===== src/rtl/riscv_pkg.sv =====
// Shared types for the writeback/forwarding slice of the 5-stage core.
package riscv_pkg;

    // Data width of a MEM-stage entry. Units that hold a mem_entry_t
    // must run with XLEN equal to this value.
    localparam int unsigned XLEN_DEF = 32;

    localparam logic [4:0] REG_ZERO = 5'd0;

    typedef enum logic {
        IDLE    = 1'b0,
        WAIT_LD = 1'b1
    } wb_state_t;

    typedef struct packed {
        logic                valid;
        logic [4:0]          rd;
        logic [XLEN_DEF-1:0] data;
        logic                is_load;
    } mem_entry_t;

endpackage


===== src/rtl/riscv_fwd_mux.sv =====
// Single read-port forwarding mux: youngest producer wins, x0 reads as zero,
// and a MEM-stage load whose data has not returned raises a hazard.
module riscv_fwd_mux
    import riscv_pkg::*;
#(
    parameter int unsigned XLEN = XLEN_DEF
) (
    input  logic            i_re,
    input  logic [4:0]      i_raddr,
    input  logic [XLEN-1:0] i_rfdata,
    input  mem_entry_t      i_mem,
    input  logic            i_ld_valid,
    input  logic [XLEN-1:0] i_ld_data,
    input  logic            i_wb_we,
    input  logic [4:0]      i_wb_waddr,
    input  logic [XLEN-1:0] i_wb_wdata,
    output logic [XLEN-1:0] o_fwd,
    output logic            o_hazard
);

    logic w_mem_hit;
    logic w_wb_hit;

    assign w_mem_hit = i_mem.valid && (i_mem.rd == i_raddr);
    assign w_wb_hit  = i_wb_we && (i_wb_waddr == i_raddr);

    // Priority select: disabled/x0, then MEM, then WB, then register file.
    always_comb begin
        o_fwd    = i_rfdata;
        o_hazard = 1'b0;
        if (!i_re || (i_raddr == REG_ZERO)) begin
            o_fwd = '0;
        end else if (w_mem_hit) begin
            if (!i_mem.is_load) begin
                o_fwd = i_mem.data;
            end else if (i_ld_valid) begin
                o_fwd = i_ld_data;
            end else begin
                o_hazard = 1'b1;
            end
        end else if (w_wb_hit) begin
            o_fwd = i_wb_wdata;
        end
    end

endmodule


===== src/rtl/riscv_wb_fwd.sv =====
// Writeback and forwarding unit: MEM holding register, registered WB stage
// driving the register file write port, and operand forwarding with stall.
module riscv_wb_fwd
    import riscv_pkg::*;
#(
    parameter int unsigned XLEN = XLEN_DEF
) (
    input  logic            clk,
    input  logic            rst,
    input  logic            i_ex_valid,
    input  logic [4:0]      i_ex_rd,
    input  logic [XLEN-1:0] i_ex_data,
    input  logic            i_ex_is_load,
    input  logic            i_ld_valid,
    input  logic [XLEN-1:0] i_ld_data,
    input  logic            i_re1,
    input  logic [4:0]      i_raddr1,
    input  logic [XLEN-1:0] i_rfdata1,
    input  logic            i_re2,
    input  logic [4:0]      i_raddr2,
    input  logic [XLEN-1:0] i_rfdata2,
    output logic            o_we,
    output logic [4:0]      o_waddr,
    output logic [XLEN-1:0] o_wdata,
    output logic [XLEN-1:0] o_fwd1,
    output logic [XLEN-1:0] o_fwd2,
    output logic            o_stall
);

    mem_entry_t      r_mem;
    wb_state_t       r_state;
    logic            w_mem_adv;
    logic            w_ld_pending;
    logic            w_haz1;
    logic            w_haz2;
    logic [XLEN-1:0] w_fwd1;
    logic [XLEN-1:0] w_fwd2;

    // A load in MEM blocks the stage until its data returns.
    assign w_mem_adv    = !r_mem.valid || !r_mem.is_load || i_ld_valid;
    assign w_ld_pending = !w_mem_adv;

    // The port hazards are subsumed by w_ld_pending; kept for clarity.
    assign o_stall = w_ld_pending || w_haz1 || w_haz2;

    // Forwarded operands read as zero while reset is held.
    assign o_fwd1 = rst ? '0 : w_fwd1;
    assign o_fwd2 = rst ? '0 : w_fwd2;

    // MEM stage: capture from EX when not stalled, drain on advance, else hold.
    always_ff @(posedge clk or posedge rst) begin
        if (rst) begin
            r_mem <= '0;
        end else if (i_ex_valid && !o_stall) begin
            r_mem.valid   <= 1'b1;
            r_mem.rd      <= i_ex_rd;
            r_mem.data    <= i_ex_data;
            r_mem.is_load <= i_ex_is_load;
        end else if (w_mem_adv) begin
            r_mem.valid <= 1'b0;
        end
    end

    // Load-wait tracking: enter on an outstanding load, leave on data return.
    always_ff @(posedge clk or posedge rst) begin
        if (rst) begin
            r_state <= IDLE;
        end else begin
            case (r_state)
                IDLE:    if (w_ld_pending) r_state <= WAIT_LD;
                WAIT_LD: if (i_ld_valid)   r_state <= IDLE;
                default: r_state <= IDLE;
            endcase
        end
    end

    // WB stage: register the retiring MEM entry; x0 writes are suppressed.
    always_ff @(posedge clk or posedge rst) begin
        if (rst) begin
            o_we    <= 1'b0;
            o_waddr <= '0;
            o_wdata <= '0;
        end else if (w_mem_adv) begin
            o_we    <= r_mem.valid && (r_mem.rd != REG_ZERO);
            o_waddr <= r_mem.rd;
            o_wdata <= r_mem.is_load ? i_ld_data : r_mem.data;
        end else begin
            o_we <= 1'b0;
        end
    end

    riscv_fwd_mux #(.XLEN(XLEN)) u_fwd1 (
        .i_re       (i_re1),
        .i_raddr    (i_raddr1),
        .i_rfdata   (i_rfdata1),
        .i_mem      (r_mem),
        .i_ld_valid (i_ld_valid),
        .i_ld_data  (i_ld_data),
        .i_wb_we    (o_we),
        .i_wb_waddr (o_waddr),
        .i_wb_wdata (o_wdata),
        .o_fwd      (w_fwd1),
        .o_hazard   (w_haz1)
    );

    riscv_fwd_mux #(.XLEN(XLEN)) u_fwd2 (
        .i_re       (i_re2),
        .i_raddr    (i_raddr2),
        .i_rfdata   (i_rfdata2),
        .i_mem      (r_mem),
        .i_ld_valid (i_ld_valid),
        .i_ld_data  (i_ld_data),
        .i_wb_we    (o_we),
        .i_wb_waddr (o_waddr),
        .i_wb_wdata (o_wdata),
        .o_fwd      (w_fwd2),
        .o_hazard   (w_haz2)
    );

endmodule


===== config.mk =====
export PLATFORM = sky130hd
export DESIGN_NAME = riscv_wb_fwd
export DESIGN_NICKNAME = d
export VERILOG_FILES = /design/src/rtl/riscv_pkg.sv /design/src/rtl/riscv_fwd_mux.sv /design/src/rtl/riscv_wb_fwd.sv
export SDC_FILE = /design/constraint.sdc
export NUM_CORES = 1
export LEC_CHECK = 0
export ABC_AREA = 1
export CORE_UTILIZATION = 41
export DETAILED_ROUTE_END_ITERATION = 12
export GPL_ROUTABILITY_DRIVEN = 0
export GPL_TIMING_DRIVEN = 0
export PLACE_DENSITY_LB_ADDON = 0.12
export SLEW_MARGIN = 20
export SYNTH_ARGS = -nofsm -noshare
export SYNTH_HDL_FRONTEND = slang
export SYNTH_SLANG_ARGS = --single-unit
export TNS_END_PERCENT = 1

===== constraint.sdc =====
create_clock -name clk -period 4.7 [get_ports clk]
set_clock_uncertainty 0.2 [all_clocks]
set_input_delay 1.175 -clock clk [delete_from_list [all_inputs] [get_ports clk]]
set_output_delay 1.175 -clock clk [all_outputs]
set_load 0.05 [all_outputs]

Word level (Yosys, flattened, before mapping)
Index checks and enable logic that the tools add are counted.

cells by class
  eq/ne operators = 4
  reductions and logical operators = 22
  multiplexer cells = 22

operators with widths
  cell                 number
  $mux W32             13
  $eq A5 B5 Y1         4
  $logic_not A5 Y1     2
  $mux W1              9
  $logic_and A1 B1 Y1  6
  $logic_not A1 Y1     6
  $logic_or A1 B1 Y1   6
  $reduce_bool A5 Y1   1
  $reduce_bool A2 Y1   1

word-level totals
  register bits after elaboration = 77
  output and inout port bits = 103

Depth between registers and ports, before layout
Gate-level depths: netlist (run 1).

  word-level depth = 9
  mapped depth = 10
  mapped depth without buffers = 9

Hierarchy
From an unflattened synthesis (run 1), not the netlist that was laid out.

unflattened totals
  cells, all modules = 1466
  area, all modules = 8194.1 µm²

by module, submodules not included
  module         instances  area each (µm²)  cells each
  riscv_fwd_mux  2          2055.7           445
  riscv_wb_fwd   1          4082.7           576

Least setup slack after synthesis (run 1)
OpenSTA, ideal clock, no wires.

  path kind = input to output
  start point = input rst
  end point = output o_fwd1[10]
  slack = -630 ps
  data arrival time = 3955 ps
  cell stages on the path = 6
  path buffers = 1
  required time = 3325 ps
  cell sequence = inv_1 > nand3_1 > clkbuf_1 > nor2_1 > nand2_1 > inv_1

between the ends
  cells in the longest elaborated chain, start to end = 1

ends and longest elaborated chain
  item             RTL line            source
  start, declared  riscv_wb_fwd.sv:9   input logic rst,
  $mux W32         riscv_wb_fwd.sv:47  assign o_fwd1 = rst ? '0 : w_fwd1;
  end, declared    riscv_wb_fwd.sv:25  output logic [XLEN-1:0] o_fwd1,

No other way between the ends.

Final worst setup path (run 1)
  start point = input rst
  end point = output o_fwd1[19]

Same word-level chain as after synthesis.

==> reports/qor.csv, run 1 <==
metric,value,unit
power.density,321,mW/mm^2
critPathLaunchType,input port,
detail-route-antenna-nets,0,
yosysUniqueCellTypes,21,
cts_root_buf,clkbuf_16,
cts.clk_slew.worst_paths,60,ps
clock_path_buffers,2,
worstMarginPinSlew,683,ps
finalSetupViolations,0,
dr_wl_met2,12400,um
hold_depth,2,
netlist_instances,1088,
max-vdd-ir-drop,0.168,mV
synth_commonest_cells,"nand2_1 (250), nor2_1 (227), inv_1 (109), a21oi_1 (102), dfrtp_1 (77)",
p_sw,1390,uW
synth_edf_count,0,
cellLeakagePower,0.00486,uW
synth.most_common_cell,nand2_1,
cts_tree,built,
route.met3.wl,2590,um
vias,8347,
path_delay_family,buffers and inverters,
grt_setup_unrepaired,yes,
viasPerCell,5.31,
antenna_found_initial,0,
slew_viol_final,0,
cp.buffers_inverters,6,
syn_nets,1238,
cpPeakStageDelay,560,ps
placed_cells,1553,
comb_power_share,0.478,
grt_overflow,0,
cts_buffers,9,
status,completed,
clock_latency,340,ps
grt_max_degree,32,
wl_met1,10600,um
seq_area_frac_synth,0.299,
power.internal,1690,uW
die_area,0.0162,sq mm
fin_ws,93.9,ps
grt_pass1_wl,40500,um
cts_max_level,3,
p_clk_frac,0.234,
drt-pass1-iter-count,5,
drt-wirelength-per-cell,16.7,um
fin_crit_sh,0.980,
path_class,input port to output pin,
synthTopCellsByArea,"dfrtp_1 (30%), nand2_1 (15%), nor2_1 (13%), a21oi_1 (7.9%), inv_1 (6.3%)",
critPathCaptureType,output pin,
fmaxAchievable,0.217,GHz
diodes,0,
synthToLayoutAreaGrowth,49.5,%
finalCriticalPeriod,4610,ps
layoutNonFillerInstCount,1571,
drive_gt1_frac,0.142,
synth_top_area_share,0.299,
ys_ff_latch,77,
maxCapViolCount,0,
num_io_pins,253,
wirelength,26300,um
synth_top_cell_by_area,dfrtp_1,
start_util,0.422,
drc_errors,0,
crit_chain,clkdlybuf4s50_1 -> clkinvlp_4 -> buf_12 -> nand3_2 -> clkbuf_4 -> nor2_1 -> nand2_1 -> inv_1 -> clkdlybuf4s15_2,
cp_data_arrival_time,3230,ps
final-hold-violation-count,0,
hold_path.class,flop to flop,
crit_required,3320,ps
place_ws,-1050,ps
die-width,127,um
pwr-share-seq,0.288,
rows,45,
synthesis.area,0.00644,sq mm
p_total,3090,uW
num-nets-final,1505,
syn_avg_cell_area,5.92,sq um
drt_iter0_markers,843,
sw_frac_of_total,0.451,
port_buffers,252,
slowest_stage,clkdlybuf4s50_1,
grt_pass1_vias,7835,
cts_hold_buf,0,
ys.flop_type,dfrtp_1,
synthArstFlopShare,1.00,
maxSlewHeadroom,0.542,
worstSetupPathDepth,9,
reg2reg_depth,5,
post-dp-hpwl,19500,um
fp.coreArea,0.0153,sq mm
yosys_warnings,0,
fp.dieH,127,um
highest_layer,met4,
grtUsageTotal,0.321,
cp_max_fo,31,
clock-sinks,77,
area by class of cell:
type | count | area [sq um]
Sequential cell | 77 | 1930
Inverter | 121 | 458
Fill cell | 1487 | 5630
Timing Repair Buffer | 255 | 2560
Buffer | 79 | 442
Clock inverter | 6 | 61.3
Multi-Input combinational cell | 811 | 3680
Timing Repair inverter | 1 | 5.00
Clock buffer | 10 | 239
Tap cell | 211 | 264
stage by stage:
stage	area, sq um	utilization	hold WS, ps	TNS [ps]
after CTS	9670	0.634	314	0
final	9630	0.631	309	0
after global placement	9230	0.605	290	-138320
after floorplan	6450	-	275	-1140
after global routing	9630	0.631	323	-351
after detailed placement	9270	0.608	300	-59570
repair_timing:
item | CTS | global route
setup buffers | 1 | 0
resized for setup | 187 | 33
setup endpoints to repair | 64 | 64
gates cloned | 1 | 0
cell families after synthesis:
family	synth area share
flip-flops	0.299
AND/OR/NAND/NOR	0.428
buffers and inverters	0.136
AO/OA/AOI/OAI	0.137
layout by cell type, fill, tap and decap left out, types with 3 or more instances in the layout:
cell and n:
nand2_1 250, nor2_1 227, clkdlybuf4s50_1 187, inv_1 108
a21oi_1 102, dfrtp_1 77, nand3_1 68, nand4_1 64
buf_2 61, clkdlybuf4s15_2 47, o21ai_0 37, o21ai_1 34
inv_2 12, clkbuf_2 12, nor2_2 11, clkbuf_16 9
clkbuf_1 8, buf_6 7, nor2_4 7, nand3_4 5
clkbuf_4 5, clkinv_2 3
path summary, 6_finish.rpt:
path / from / to / slack [ps]
max: rst / o_fwd1[19] / 90
min: r_mem[4] / r_mem[4] / 310
max reg2reg: r_mem[38] / o_wdata[10] / 2790
min reg2reg: r_mem[4] / r_mem[4] / 310
max in group asynchronous: rst / o_wdata[9] / 2530
min in group asynchronous: rst / o_waddr[1] / 1220
sequential cells by signal (all words and copies together) (netlist names):
signal	count
r_mem	39
o_we	1
o_waddr	5
o_wdata	32
worst reg2reg max path: stages, from the launching register on:
cell,delay [ps]
dfrtp_1,430
nand3_1,170
inv_1,140
buf_2,240
clkbuf_1,400
o21ai_0,180
layer usage:
metal,vias to the layer above,GRT usage
li1,4009,-
met1,3782,0.418
met2,502,0.533
met3,54,0.0507
met4,0,0.127
met5,-,0
power by group through the flow:
stage,combinational (uW),sequential (uW),clock (uW)
floorplan,675,1110,0
global placement,1440,892,0
detailed placement,1460,894,0
CTS,1460,883,721
global route,1580,899,755
finish,1480,889,723
No activity file was read; power rests on OpenSTA's default activity.
==> run 2, diff against run 1 <==
--- a/config.mk
+++ b/config.mk
@@ -9,10 +9,9 @@
 export CORE_UTILIZATION = 41
 export DETAILED_ROUTE_END_ITERATION = 12
 export GPL_ROUTABILITY_DRIVEN = 0
-export GPL_TIMING_DRIVEN = 0
 export PLACE_DENSITY_LB_ADDON = 0.12
 export SLEW_MARGIN = 20
 export SYNTH_ARGS = -nofsm -noshare
 export SYNTH_HDL_FRONTEND = slang
 export SYNTH_SLANG_ARGS = --single-unit
-export TNS_END_PERCENT = 1
+export TNS_END_PERCENT = 30
==> reports/qor.csv, run 2 (synthesized netlist as in run 1, its figures left out) <==
metric,value,unit,change
r2r_slack,2680,ps,-110 ps
slew_viol_final,0,,unchanged
drt_iter0_markers,591,,-30%
die-width,127,um,unchanged
fin_area,0.00970,sq mm,+0.71%
sw_frac_of_total,0.430,,-0.0215
drt-wirelength-per-cell,15.0,um,-10%
wirelength,22700,um,-14%
reg.largest.list,"r_mem: 39 flops, o_wdata: 32 flops, o_waddr: 5 flops",,
vias,7723,,-7.5%
p_clk_frac,0.246,,+0.012
grtUsageTotal,0.284,,-0.0374
drive_gt1_frac,0.114,,-0.0276
power.density,322,mW/mm^2,+0.39%
grt_max_degree,76,,+140%
regArea,0.00193,sq mm,unchanged
post_cts_buffers,0,,-1
path_class,input port to output pin,,
layout_common_cells,"nand2_1 (248), nor2_1 (227), clkdlybuf4s50_1 (187), inv_1 (107), a21oi_1 (102)",,
cts.clk_slew.worst_paths,50,ps,about the same
tns,0,ps,unchanged
cellLeakagePower,0.00487,uW,+0.26%
cts_max_level,3,,unchanged
maxCapViolCount,0,,unchanged
p_sw,1340,uW,-3.7%
hold_path.class,flop to flop,,
rows,45,,unchanged
grt_pass1_vias,7155,,-8.7%
comb_power_share,0.471,,-0.007
largest_register,r_mem,,
clock_path_buffers,2,,unchanged
finalCriticalPeriod,4410,ps,-195 ps
drc_errors,0,,unchanged
cp_data_arrival_time,3040,ps,-190 ps
grt_overflow,0,,unchanged
critPathLaunchType,input port,,
final_common_cell,nand2_1,,
post-dp-hpwl,16200,um,-17%
clock_latency,340,ps,about the same
detail-route-antenna-nets,0,,unchanged
multi_input_area,0.00367,sq mm,-0.14%
fin_ws,288,ps,+195 ps
fmaxAchievable,0.227,GHz,+4.4%
grt_pass1_wl,36300,um,-10%
cts_buffers,9,,unchanged
start_util,0.422,,unchanged
port_buffers,252,,unchanged
status,completed,,
fin_crit_sh,0.939,,-0.0414
pwr-share-seq,0.283,,-0.005
finalSetupViolations,0,,unchanged
fp.dieH,127,um,unchanged
antenna_found_initial,0,,unchanged
largest_reg_flops,39,,unchanged
synthToLayoutAreaGrowth,50.5,%,
worstMarginPinSlew,763,ps,+80.1 ps
final-hold-violation-count,0,,unchanged
crit_required,3320,ps,about the same
cp_max_fo,32,,+3.2%
maxSlewHeadroom,0.491,,-0.0509
postCtsResizedCells,0,,-100%
cts_root_buf,clkbuf_16,,
viasPerCell,5.10,,-4.0%
place_ws,293,ps,+1340 ps
dpl_cell_area,0.00938,sq mm,+1.1%
grt_setup_unrepaired,no,,
cts_tree,built,,
clock-sinks,77,,unchanged
critPathCaptureType,output pin,,
cts_hold_buf,0,,unchanged
diodes,0,,unchanged
fp.coreArea,0.0153,sq mm,unchanged
n_fill_cell,1403,,-5.6%
power.internal,1780,uW,+5.1%
num_io_pins,253,,unchanged
die_area,0.0162,sq mm,unchanged
num-nets-final,1448,,-3.8%
max-vdd-ir-drop,0.177,mV,+5.5%
drt-pass1-iter-count,5,,unchanged
==> run 2: metrics by stage <==
step / hold slack, ps / util / std cells / total power [uW]
2_1_floorplan: 275 / - / 1088 / 1780
3_3_place_gp: 290 / 0.614 / 1498 / 2340
3_5_place_dp: 300 / 0.614 / 1498 / 2350
4_1_cts: 314 / 0.636 / 1514 / 3130
5_1_grt: 328 / 0.636 / 1514 / 3290
6_report: 308 / 0.636 / 1514 / 3120
==> run 2: area by class of cell <==
class                      count  area share
multi-input combinational    811       0.378
timing repair buffer         278       0.315
sequential                    77       0.199
inverter                     121      0.0472
tap                          211      0.0272
clock buffer                  10      0.0246
clock inverter                 6     0.00890
==> run 2: critical path, cell delays in order <==
cell             delay, ps
clkdlybuf4s50_1        560
inv_1                   80
nand2_1                 60
nand2_1                 80
nor2_4                 150
nand3_4                370
nand2_1                170
nand3_1                 80
nand2_1                 90
inv_1                   70
buf_12                 140
==> run 2: worst paths after layout <==
kind | startpoint | to | cells past startpoint
worst min register to register | r_mem[26] | r_mem[26] | 2
min in group asynchronous | rst | r_mem[37] | 2
worst max-delay path | i_raddr1[4] | o_fwd1[0] | 11
max in group asynchronous | rst | o_wdata[20] | 4
worst max register to register | r_mem[38] | r_mem[9] | 6
worst min-delay path | r_mem[26] | r_mem[26] | 2
==> run 2: per-layer routing <==
layer	vias to the layer above	track usage	part of all wire	wire length (um)
met3	41	0.0444	0.071	1620
met5	-	0	0	0
met4	0	0.125	0.030	683
li1	3901	-	-	-
met2	338	0.459	0.46	10300
met1	3443	0.375	0.44	10000
==> run 2: power groups by stage <==
stage / Combinational, uW / Clock [uW] / Sequential [uW]
after floorplan: 675 / 0 / 1110
after global placement: 1450 / 0 / 891
after detailed placement: 1460 / 0 / 892
after CTS: 1470 / 778 / 882
after global routing: 1580 / 809 / 899
final: 1470 / 768 / 885
